[config.mk]
export PLATFORM = sky130hd
export DESIGN_NAME = fifo_reader_flat
export DESIGN_NICKNAME = d
export VERILOG_FILES = /design/src/rtl/fifo_reader_pkg.sv /design/src/rtl/fifo_reader_if.sv /design/src/rtl/fifo_reader_skid.sv /design/src/rtl/fifo_reader.sv /design/src/flat_wrapper.sv
export SDC_FILE = /design/constraint.sdc
export NUM_CORES = 1
export LEC_CHECK = 0
export BUFFER_PORTS_ARGS = -buffer_cell sky130_fd_sc_hd__buf_2
export CORE_MARGIN = 1.5
export CORE_UTILIZATION = 56
export CTS_BUF_LIST = sky130_fd_sc_hd__clkbuf_4
export CTS_CLUSTER_SIZE = 30
export DETAILED_ROUTE_END_ITERATION = 8
export HOLD_SLACK_MARGIN = 0.1
export PLACE_DENSITY = 0.84
export SLEW_MARGIN = 20
export SYNTH_ARGS = -nofsm -noshare
export SYNTH_HDL_FRONTEND = slang
export SYNTH_HIERARCHICAL = 1
export SYNTH_SLANG_ARGS = --single-unit
[constraint.sdc]
create_clock -name clk -period 2.5 [get_ports clk]
set_clock_uncertainty 0.15 [all_clocks]
set_input_delay 0.375 -clock clk [delete_from_list [all_inputs] [get_ports clk]]
set_output_delay 0.375 -clock clk [all_outputs]
set_load 0.01 [all_outputs]
[src/rtl/fifo_reader_pkg.sv]
// Shared types and defaults for the FIFO read-side master.
package fifo_reader_pkg;
  localparam int DEF_FIFO_WIDTH = 16;
  localparam int DEF_CNT_WIDTH  = 16;
  localparam int SKID_DEPTH     = 2;

  typedef enum logic [1:0] {RD_IDLE, RD_RUN, RD_FLUSH} rd_state_e;
endpackage

[src/rtl/fifo_reader_if.sv]
// Valid/ready output stream presented by the FIFO reader.
interface fifo_reader_if #(
  parameter int W = 16
);
  logic [W-1:0] m_data;
  logic         m_valid;
  logic         m_ready;

  modport master (output m_data, output m_valid, input m_ready);
  modport slave  (input m_data, input m_valid, output m_ready);
endinterface

[src/rtl/fifo_reader_skid.sv]
// 2-entry FIFO-ordered buffer; ent0 is always the head so head data comes straight off a flop.
module fifo_reader_skid
  import fifo_reader_pkg::*;
#(
  parameter int W = DEF_FIFO_WIDTH
) (
  input  logic         clk,
  input  logic         rst,
  input  logic         push,
  input  logic [W-1:0] din,
  input  logic         pop,
  output logic [1:0]   occ,
  output logic [W-1:0] head,
  output logic         vld
);
  logic [W-1:0] ent1;
  logic         pop_ok;
  logic         push_ok;
  logic [1:0]   occ_nxt;

  assign pop_ok  = pop && (occ != 2'd0);
  assign push_ok = push && ((occ != 2'(SKID_DEPTH)) || pop_ok);

  always_comb begin
    occ_nxt = occ;
    case ({push_ok, pop_ok})
      2'b10:   occ_nxt = occ + 2'd1;
      2'b01:   occ_nxt = occ - 2'd1;
      default: occ_nxt = occ;
    endcase
  end

  always_ff @(posedge clk or posedge rst) begin
    if (rst) begin
      head <= '0;
      ent1 <= '0;
      occ  <= 2'd0;
      vld  <= 1'b0;
    end else begin
      occ <= occ_nxt;
      vld <= (occ_nxt != 2'd0);
      case ({push_ok, pop_ok})
        2'b10: begin
          if (occ == 2'd0) head <= din;
          else             ent1 <= din;
        end
        2'b01: head <= ent1;
        2'b11: begin
          // simultaneous push/pop: with one entry the new word becomes head directly
          if (occ == 2'd1) head <= din;
          else begin
            head <= ent1;
            ent1 <= din;
          end
        end
        default: ;
      endcase
    end
  end
endmodule

[src/rtl/fifo_reader.sv]
// Drains a synchronous FIFO and re-presents its words as a valid/ready stream.
module fifo_reader
  import fifo_reader_pkg::*;
#(
  parameter int FIFO_WIDTH = DEF_FIFO_WIDTH,
  parameter int CNT_WIDTH  = DEF_CNT_WIDTH
) (
  input  logic                  clk,
  input  logic                  rst,
  input  logic                  enable,
  input  logic                  fifo_empty,
  input  logic                  fifo_underflow,
  input  logic [FIFO_WIDTH-1:0] fifo_data_out,
  output logic                  fifo_rd_en,
  fifo_reader_if.master         m,
  output logic                  busy,
  output logic [CNT_WIDTH-1:0]  beat_count,
  output logic                  underflow_err
);
  rd_state_e             state;
  logic                  inflight;
  logic [1:0]            occ;
  logic                  pop;
  logic [2:0]            pend;
  logic [FIFO_WIDTH-1:0] head;
  logic                  vld;

  assign pop  = vld && m.m_ready;
  // occupancy after this edge if no new read is issued; pop implies occ >= 1
  assign pend = {1'b0, occ} + {2'b00, inflight} - {2'b00, pop};
  assign fifo_rd_en = (state == RD_RUN) && !fifo_empty && (pend < 3'(SKID_DEPTH));

  assign m.m_valid = vld;
  assign m.m_data  = head;

  fifo_reader_skid #(.W(FIFO_WIDTH)) u_skid (
    .clk  (clk),
    .rst  (rst),
    .push (inflight),
    .din  (fifo_data_out),
    .pop  (pop),
    .occ  (occ),
    .head (head),
    .vld  (vld)
  );

  always_ff @(posedge clk or posedge rst) begin
    if (rst) begin
      state         <= RD_IDLE;
      busy          <= 1'b0;
      inflight      <= 1'b0;
      beat_count    <= '0;
      underflow_err <= 1'b0;
    end else begin
      inflight <= fifo_rd_en;
      if (pop)            beat_count    <= beat_count + CNT_WIDTH'(1);
      if (fifo_underflow) underflow_err <= 1'b1;
      case (state)
        RD_IDLE: if (enable) begin
          state <= RD_RUN;
          busy  <= 1'b1;
        end
        RD_RUN: if (!enable) state <= RD_FLUSH;
        RD_FLUSH: begin
          if (enable) state <= RD_RUN;
          else if (!inflight && (occ == 2'd0)) begin
            state <= RD_IDLE;
            busy  <= 1'b0;
          end
        end
        default: begin
          state <= RD_IDLE;
          busy  <= 1'b0;
        end
      endcase
    end
  end
endmodule

[src/flat_wrapper.sv]
// flat-port wrapper written by rule: the top's interface ports become plain ports
module fifo_reader_flat import fifo_reader_pkg::*;
#(
  parameter int FIFO_WIDTH = DEF_FIFO_WIDTH,
  parameter int CNT_WIDTH  = DEF_CNT_WIDTH
)
  (clk, rst, enable, fifo_empty, fifo_underflow, fifo_data_out, fifo_rd_en, busy, beat_count, underflow_err, m_m_data, m_m_valid, m_m_ready);
  fifo_reader_if #(.W(16)) m_i ();
  input  logic clk;
  input  logic rst;
  input  logic enable;
  input  logic fifo_empty;
  input  logic fifo_underflow;
  input  logic [FIFO_WIDTH-1:0] fifo_data_out;
  output logic fifo_rd_en;
  output logic busy;
  output logic [CNT_WIDTH-1:0] beat_count;
  output logic underflow_err;
  output wire logic [$bits(m_i.m_data)-1:0] m_m_data;
  output wire logic [$bits(m_i.m_valid)-1:0] m_m_valid;
  input wire logic [$bits(m_i.m_ready)-1:0] m_m_ready;
  assign m_m_data = m_i.m_data;
  assign m_m_valid = m_i.m_valid;
  assign m_i.m_ready = m_m_ready;
  fifo_reader #(.FIFO_WIDTH(FIFO_WIDTH), .CNT_WIDTH(CNT_WIDTH)) u_core (.clk(clk), .rst(rst), .enable(enable), .fifo_empty(fifo_empty), .fifo_underflow(fifo_underflow), .fifo_data_out(fifo_data_out), .fifo_rd_en(fifo_rd_en), .m(m_i), .busy(busy), .beat_count(beat_count), .underflow_err(underflow_err));
endmodule
==> results of run 1 <==
## metrics by stage
stage / hold WS [ns] / TNS, ns / setup slack, ns / utilization, % / area [µm²]
detailed placement: 0.2440 / -0.07450 / -0.07450 / 67.35 / 2973
global placement: 0.2314 / -0.02386 / -0.02386 / 67.35 / 2973
global route: 0.3233 / -0.3324 / -0.3324 / 73.75 / 3256
CTS: 0.1070 / -0.2574 / -0.2574 / 73.53 / 3246
floorplan: 0.2015 / 0 / 0.02663 / - / 2623
finish: 0.3147 / -0.2407 / -0.2407 / 73.75 / 3256
## state kept, by name, indices dropped and copies added (netlist names)
register and count:
u_core/beat_count 16, u_core/busy 1, u_core/inflight 1, u_core/state 2, u_core/u_skid/ent1 16, u_core/u_skid/head 16
u_core/u_skid/occ 2, u_core/u_skid/vld 1, u_core/underflow_err 1
## critical path, stage by stage (launching register included)
cell	delay [ns]
dfrtp_1	0.41
nand2_2	0.08
inv_2	0.05
ha_4	0.20
nand2b_4	0.14
fa_2	0.35
xor2_1	0.16
nor4b_2	0.28
buf_2	0.18
## report_power, final
group | switching, mW | internal [mW] | total [mW]
Clock | 0.253 | 0.0990 | 0.352
Sequential | 0.240 | 1.22 | 1.46
Combinational | 0.606 | 0.728 | 1.33
Total | 1.10 | 2.05 | 3.14
## layer usage
metal  vias up  share of wire [%]
li1        882                  -
met1       939                 41
met2        63                 51
met3        14                5.2
met4         0                2.0
met5         -                  0
## worst max path at each step
stage,start,endpoint,slack (ns)
6_report,u_core/u_skid/vld$_DFF_PP0_,fifo_rd_en,-0.24
5_1_grt,u_core/u_skid/vld$_DFF_PP0_,fifo_rd_en,-0.33
4_1_cts,u_core/u_skid/vld$_DFF_PP0_,fifo_rd_en,-0.26
3_5_place_dp,m_m_ready,fifo_rd_en,-0.07
3_3_place_gp,m_m_ready,fifo_rd_en,-0.02
2_1_floorplan,u_core/u_skid/vld$_DFF_PP0_,fifo_rd_en,0.03
## cell type report
type / count / area, µm²
Clock buffer: 5 / 37.54
Inverter: 11 / 41.29
Timing Repair Buffer: 86 / 553.0
Multi-Input combinational cell: 123 / 1150
Clock inverter: 2 / 7.507
Sequential cell: 56 / 1401
Fill cell: 297 / 1159
Tap cell: 52 / 65.06
## kinds of logic after synthesis
logic type,synth area share [%]
xor+xnor,5.696
buf+inv,3.590
flops,53.61
compound gates,9.382
fa+ha+maj,3.159
simple gates,14.55
mux,10.00
## what timing repair did
action,CTS,global route
hold buffers,19,1
pin swaps,3,0
buffers inserted,2,0
hold endpoints to repair,62,1
resized for setup,3,0
endpoints found under the setup margin,1,1
## layout by cell type (no fill, tap or decap), types with 2 or more instances in the layout
| cell type | Yosys | final |
|---|---|---|
| buf_2 | 3 | 57 |
| dfrtp_1 | 56 | 56 |
| dlygate4sd3_1 | 0 | 20 |
| and3_1 | 18 | 18 |
| a221o_1 | 16 | 16 |
| xnor2_1 | 12 | 12 |
| inv_1 | 11 | 10 |
| mux2_4 | 10 | 10 |
| buf_4 | 2 | 9 |
| nand3_1 | 9 | 9 |
| mux2_2 | 7 | 7 |
| nand2_1 | 7 | 6 |
| clkbuf_4 | 0 | 5 |
| xor2_1 | 5 | 5 |
| nor2_1 | 4 | 4 |
| ha_1 | 5 | 4 |
| nand2b_1 | 4 | 3 |
| a21oi_1 | 3 | 3 |
| clkinv_1 | 0 | 2 |
| nand2_2 | 1 | 2 |
| nor3_4 | 2 | 2 |
| nand2b_4 | 1 | 2 |
==> results.cfg, run 1 <==
[run_status]
status = finished with violations
violations = negative setup slack

[place]
port_buffers = 57
dpl.cell_count = 306
dp_hpwl_um = 3505
gp_congestion = 0.7672

[clocking]
cts_made_buffers = 5
cts_max_level = 2
worst_skew_pair.late_latency_ns = 0.37
cts_tree = done
cts_root_buf = clkbuf_4
clkTransAtPathRegs_ns = 0.14
clock_sinks = 56
clockBufferDepth = 2

[synthesis]
synth_top_cell_by_area = dfrtp_1
yosysTopAreaCellShare_pct = 53.61
yosysSeqAreaShare_pct = 53.61
yosysWarnings = 6
ys_top_cells_by_count = dfrtp_1, and3_1, a221o_1
synth-seq-cells = 56
async_reset_ff_share_pct = 100.0
synth_edf_count = 0
syn_area_per_cell_um2 = 13.27
synthTopCellsByArea = dfrtp_1, a221o_1, mux2_4
synth_flop_cell = dfrtp_1
yosysMostFrequentCell = dfrtp_1
synthesis.nets = 225
syn_inst = 197
post_synth_num_cell_types = 39
syn-cell-area_um2 = 2614

[die]
chipWidth_um = 71.32
rows = 24
dieArea_um2 = 5087
start_util_pct = 59.21
ios = 58
die_h_um = 71.32
fp.coreArea_um2 = 4414

[sta]
setup-violations-final = 1
hold_viol = 0
fin_ws_ns = -0.2407
maxSlewHeadroom_pct = 49.01
slew_violations = 0
fmax_ghz = 0.3649
period_minus_slack_ns = 2.741
grt_setup_unrepaired = true
worst_pin_slew_ns = 0.7640
period_share_pct = 109.6

[final_layout]
fin_cells = 335
nets = 311
drive_gt1_share_pct = 37.46
n_antenna_cell = 0
area_growth_pct = 24.56

[setup_path]
cp_data_arrival_time_ns = 2.22
reg2reg_to = u_core/u_skid/head[7]$_DFFE_PP0P_
criticalPathCategory = reg -> out
critPathMaxFanout = 2
critPathCaptureType = primary output
rr_startpoint = u_core/u_skid/occ[1]$_DFF_PP0_
setup.worst_path.start_class = register
cp.required_ns = 1.98
reg2reg_slack_ns = 0.19
r2r_cells = 5

[global_route]
grt.overflow.total = 0
grt_pass1_wl_um = 8507
grt_pass1_vias = 1915
grt_max_degree = 27
grt_util_met3_pct = 5.345
use_met1_pct = 25.38
antenna_found_initial = 0
globalRoute.busiestLayer = met2
track_usage_pct = 21.41
gr-usage-met2_pct = 38.17

[detailed_routing]
drt_first_iter_violations = 78
antenna_left = 0
drcViolationCount = 0
avgViaCountPerCell = 5.666
wire_per_inst_um = 15.24
dr.pass1.iters = 4
num_vias = 1898
routed_wl_um = 5104

[hold_path]
worstHoldStart = m_m_ready
hold_end = u_core/beat_count[2]$_DFFE_PP0P_
hp-class = in -> reg
holdPathStages = 4

[run]
drv_cap = 0

[pwr]
power.total_mw = 3.144
p_per_area_nw_per_um2 = 965.8
peakVddDrop_v = 0.0006165
power_leakage_nw = 1.690
(Power assumes the default switching activity.)
==> inputs of run 2 (changes only) <==
--- a/config.mk
+++ b/config.mk
@@ -5,9 +5,10 @@
 export SDC_FILE = /design/constraint.sdc
 export NUM_CORES = 1
 export LEC_CHECK = 0
+export ABC_AREA = 1
 export BUFFER_PORTS_ARGS = -buffer_cell sky130_fd_sc_hd__buf_2
 export CORE_MARGIN = 1.5
-export CORE_UTILIZATION = 56
+export CORE_UTILIZATION = 57
 export CTS_BUF_LIST = sky130_fd_sc_hd__clkbuf_4
 export CTS_CLUSTER_SIZE = 30
 export DETAILED_ROUTE_END_ITERATION = 8
==> results.cfg, run 2 <==
[run_status]
status = finished with violations
violations = negative setup slack

[sta]
period_minus_slack_ns = 2.778
setup-violations-final = 2
period_share_pct = 111.1
tns_ns = -0.4310
fmax_ghz = 0.3600
hold_viol = 0
fin_ws_ns = -0.2782
worst_pin_slew_ns = 0.7866
slew_violations = 0
whs_ns = 0.3134
maxSlewHeadroom_pct = 47.50
grt_setup_unrepaired = true

[clocking]
clock_sinks = 56
cts_made_buffers = 5
cts_root_buf = clkbuf_4
clockBufferDepth = 2
worst_skew_pair.late_latency_ns = 0.39
clkTransAtPathRegs_ns = 0.15
cts_max_level = 2
cts_tree = done

[detailed_routing]
avgViaCountPerCell = 5.055
num_vias = 2401
dr.pass1.iters = 4
antenna_left = 0
drt_first_iter_violations = 125
drcViolationCount = 0
routed_wl_um = 6322
wire_per_inst_um = 13.31

[global_route]
track_usage_pct = 25.35
grt_max_degree = 36
grt_pass1_wl_um = 10630
grt.overflow.total = 0
grt_pass1_vias = 2386
antenna_found_initial = 0

[pwr]
power_leakage_nw = 1.947
peakVddDrop_v = 0.0006109
p_int_mw = 2.184
power.total_mw = 3.776
switchingPower_mw = 1.592
p_sw_share_pct = 42.16
p_per_area_nw_per_um2 = 1030
p_seq_share_pct = 40.1
p_comb_share_pct = 46.5
clockPowerShare_pct = 13.4

[synthesis]
post_synth_num_cell_types = 27
syn-cell-area_um2 = 2942
synthesis.nets = 345
yosysWarnings = 6
ys_top_cells_by_count = nand2_1, dfrtp_1, inv_1
yosysTopAreaCellShare_pct = 47.64
syn_area_per_cell_um2 = 9.279
async_reset_ff_share_pct = 100.0
synth-seq-cells = 56
synth_flop_cell = dfrtp_1
synthTopCellsByArea = dfrtp_1, nand2_1, nand3_2
synth_edf_count = 0
syn_inst = 317
yosysSeqAreaShare_pct = 47.64
synth_top_cell_by_area = dfrtp_1
yosysMostFrequentCell = nand2_1

[die]
ios = 58
start_util_pct = 60.67
rows = 25
dieArea_um2 = 5600
die_h_um = 74.84
chipWidth_um = 74.84
fp.coreArea_um2 = 4848

[setup_path]
path_common_cell = inv_2
criticalPathCategory = reg -> out
cp.buffers_inverters = 4
cp.required_ns = 1.98
crit_chain = nand2_4 > inv_4 > ha_4 > inv_2 > nand2_2 > fa_1 > inv_2 > nor4_4 > buf_2
crit_slowest_cell = fa_1
cp_top_family = adder cells
cp_data_arrival_time_ns = 2.25
critPathMaxFanout = 2
setup.worst_path.start_class = register
slowest_delay_ns = 0.49
critPathCaptureType = primary output

[final_layout]
fin_cells = 475
reg_top3 = u_core/beat_count (16), u_core/u_skid/ent1 (16), u_core/u_skid/head (16)
nets = 435
fin_area_um2 = 3666
n_antenna_cell = 0
layout_commonest_cell = nand2_1
area_growth_pct = 24.63
final_cell_mix = nand2_1, buf_2, dfrtp_1
drive_gt1_share_pct = 37.50
fillers = 337

[place]
port_buffers = 57
dp_hpwl_um = 4059
dpl.cell_count = 438
gp_congestion = 0.8539
placed_area_um2 = 3294

[run]
drv_cap = 0

[hold_path]
hp-class = in -> reg
[run 2: path summary, 6_finish.rpt]
path	start	to	slack [ns]	depth (start not counted)
max	u_core/u_skid/vld$_DFF_PP0_	fifo_rd_en	-0.28	9
min	m_m_ready	u_core/beat_count[10]$_DFFE_PP0P_	0.31	5
max reg2reg	u_core/u_skid/vld$_DFF_PP0_	u_core/inflight$_DFF_PP0_	-0.15	15
min reg2reg	u_core/beat_count[15]$_DFFE_PP0P_	u_core/beat_count[15]$_DFFE_PP0P_	0.33	1
max in group asynchronous	rst	u_core/beat_count[10]$_DFFE_PP0P_	1.18	3
min in group asynchronous	rst	u_core/u_skid/ent1[1]$_DFFE_PP0P_	0.49	4
[run 2: power by group through the flow]
stage | clock [mW] | combinational, mW | sequential [mW]
6_report | 0.506 | 1.76 | 1.51
5_1_grt | 0.550 | 1.94 | 1.56
4_1_cts | 0.513 | 1.72 | 1.51
3_5_place_dp | 0 | 1.61 | 1.53
3_3_place_gp | 0 | 1.54 | 1.52
2_1_floorplan | 0 | 1.09 | 1.59
[run 2: worst reg2reg max path, cell delays in order (launching register included)]
cell	delay, ns
dfrtp_1	0.44
nand2_4	0.08
inv_4	0.04
ha_4	0.21
inv_2	0.05
nand2_2	0.05
fa_1	0.37
xor2_1	0.26
nor4_4	0.06
buf_4	0.13
buf_4	0.12
buf_4	0.12
buf_4	0.12
buf_4	0.12
buf_4	0.12
buf_4	0.12
[run 2: per-stage QoR]
step                      utilization (%)  setup WS [ns]
after global placement              67.95        0.05257
after detailed placement            67.95       -0.01351
after CTS                           75.43        -0.2842
final                               75.61        -0.2782
after global routing                75.61        -0.3900
after floorplan                         -        0.03728
[run 2: layout make-up]
class | count | area [µm²] | area share [%]
multi-input combinational | 207 | 1326 | 36.18
inverter | 47 | 181.4 | 4.949
sequential | 56 | 1401 | 38.23
clock inverter | 2 | 35.03 | 0.9556
timing repair buffer | 90 | 593.1 | 16.18
tap | 67 | 83.83 | 2.287
clock buffer | 6 | 45.04 | 1.229
[run 2: layer usage]
metal,track usage (%),wire length [µm]
met4,10.30,109
met5,0,0
met2,44.94,3231
met3,4.953,282
met1,30.14,2698
[run 2: timing repair]
item | CTS | global route
endpoints found under the setup margin | 1 | 2
hold buffers | 19 | 0
hold endpoints to repair | 92 | 0
gates resized for setup | 5 | 2
setup buffers | 10 | 0
pin swaps | 3 | 2
[run 2: logic make-up after synthesis]
logic type,count (synthesis),share of synthesized area [%]
AOI/OAI and AO/OA,20,5.742
xor gates and xnor gates,13,3.871
adders and majority gates,6,2.807
buffers and inverters,54,8.294
DFF,56,47.64
and+or+nand+nor,168,31.65
==> inputs of run 3 (changes only) <==
--- a/config.mk
+++ b/config.mk
@@ -12,8 +12,9 @@
 export CTS_BUF_LIST = sky130_fd_sc_hd__clkbuf_4
 export CTS_CLUSTER_SIZE = 30
 export DETAILED_ROUTE_END_ITERATION = 8
-export HOLD_SLACK_MARGIN = 0.1
+export HOLD_SLACK_MARGIN = 0.15
 export PLACE_DENSITY = 0.84
+export SKIP_CTS_REPAIR_TIMING = 1
 export SLEW_MARGIN = 20
 export SYNTH_ARGS = -nofsm -noshare
 export SYNTH_HDL_FRONTEND = slang
==> results.cfg, run 3 (same netlist as run 2, synthesis figures left out) <==
[run_status]
status = finished with violations
violations = negative setup slack

[setup_path]
slowest_delay_ns = 0.52
cp.buffers_inverters = 4
critPathMaxFanout = 3
reg2reg_slack_ns = 0.39
critPathCaptureType = primary output
cp_top_family = adder cells
cp.required_ns = 1.98
r2r_cells = 9
rr_startpoint = u_core/u_skid/occ[1]$_DFF_PP0_
reg2reg_to = u_core/u_skid/ent1[3]$_DFFE_PP0P_
path_common_cell = inv_2
criticalPathCategory = reg -> out
crit_slowest_cell = fa_1
setup.worst_path.start_class = register
crit_chain = nand2_4 > inv_4 > ha_4 > inv_2 > nand2_2 > fa_1 > inv_2 > nor4_4 > buf_2
cp_data_arrival_time_ns = 2.27

[final_layout]
nets = 430
reg_top3 = u_core/beat_count (16), u_core/u_skid/ent1 (16), u_core/u_skid/head (16)
drive_gt1_share_pct = 36.48
fin_area_um2 = 3631
area_growth_pct = 23.44
n_antenna_cell = 0
layout_commonest_cell = nand2_1
final_cell_mix = nand2_1, buf_2, dfrtp_1
finish.utilization_pct = 74.89

[detailed_routing]
dr.pass1.iters = 4
wire_per_inst_um = 13.08
antenna_left = 0
drt_first_iter_violations = 148
drcViolationCount = 0
avgViaCountPerCell = 5.064
num_vias = 2380
routed_wl_um = 6147

[die]
chipWidth_um = 74.84
die_h_um = 74.84
fp.coreArea_um2 = 4848
start_util_pct = 60.67
ios = 58
rows = 25
dieArea_um2 = 5600

[sta]
hold_viol = 0
maxSlewHeadroom_pct = 46.90
grt_setup_unrepaired = true
slew_violations = 0
fin_ws_ns = -0.2969
tns_ns = -0.2969
fmax_ghz = 0.3575
whs_ns = 0.3142
period_share_pct = 111.9
worst_pin_slew_ns = 0.7957
setup-violations-final = 1
period_minus_slack_ns = 2.797

[global_route]
grt_pass1_wl_um = 9522
antenna_found_initial = 0
grt_pass1_vias = 2172
grt.overflow.total = 0
grt_max_degree = 36
track_usage_pct = 22.60
use_met1_pct = 27.66
grt_util_met3_pct = 4.953
globalRoute.busiestLayer = met2
gr-usage-met2_pct = 38.25

[pwr]
p_comb_share_pct = 45.7
power_leakage_nw = 1.919
p_per_area_nw_per_um2 = 1027
p_sw_share_pct = 42.19
clockPowerShare_pct = 13.6
peakVddDrop_v = 0.0006103
p_int_mw = 2.157
switchingPower_mw = 1.574
p_seq_share_pct = 40.7

[clocking]
clockBufferDepth = 2
clock_sinks = 56
cts_tree = done
worst_skew_pair.late_latency_ns = 0.39
cts_made_buffers = 5
cts_max_level = 2
clkTransAtPathRegs_ns = 0.15
cts_root_buf = clkbuf_4

[hold_path]
hold_end = u_core/beat_count[10]$_DFFE_PP0P_
holdPathStages = 5
worstHoldStart = m_m_ready
hp-class = in -> reg

[run]
drv_cap = 0

[place]
port_buffers = 57
place_ws_ns = -0.01351
gp_congestion = 0.8539
placed_area_um2 = 3294
dp_hpwl_um = 4059
## run 3: area by class of cell
| type | instances | area (µm²) |
|---|---|---|
| Sequential cell | 56 | 1401 |
| Multi-Input combinational cell | 207 | 1326 |
| Fill cell | 347 | 1217 |
| Timing Repair Buffer | 85 | 558.0 |
| Inverter | 47 | 181.4 |
| Tap cell | 67 | 83.83 |
| Clock buffer | 6 | 45.04 |
| Clock inverter | 2 | 35.03 |
## run 3: worst max path at each step
stage,start,endpoint,slack (ns),depth (start not counted)
6_report,u_core/u_skid/vld$_DFF_PP0_,fifo_rd_en,-0.30,9
5_1_grt,u_core/u_skid/vld$_DFF_PP0_,fifo_rd_en,-0.38,9
4_1_cts,u_core/u_skid/vld$_DFF_PP0_,fifo_rd_en,-0.38,9
3_5_place_dp,m_m_ready,fifo_rd_en,-0.01,10
3_3_place_gp,m_m_ready,fifo_rd_en,0.05,10
2_1_floorplan,u_core/u_skid/vld$_DFF_PP0_,fifo_rd_en,0.04,8
## run 3: worst min-delay path, cell delays in order
cell and delay (ns):
buf_2 0.13, nand4_1 0.14, nor2_4 0.07, nand2_2 0.05, xnor2_1 0.05
## run 3: stage by stage
step                total power, mW  instances
detailed placement            3.135        438
CTS                           3.637        446
finish                        3.731        470
global placement              3.052        438
global route                  4.008        470
floorplan                     2.679        317
## run 3: metal layers
metal | part of all wire [%] | wire length [µm]
met1 | 43 | 2658
met2 | 51 | 3143
met3 | 4.0 | 245
met4 | 1.6 | 99
met5 | 0 | 0
## run 3: power groups by stage
stage               sequential [mW]  combinational, mW  clock [mW]
floorplan                      1.59               1.09           0
global placement               1.52               1.54           0
detailed placement             1.53               1.61           0
CTS                            1.52               1.61       0.513
global route                   1.57               1.90       0.545
finish                         1.52               1.70       0.506
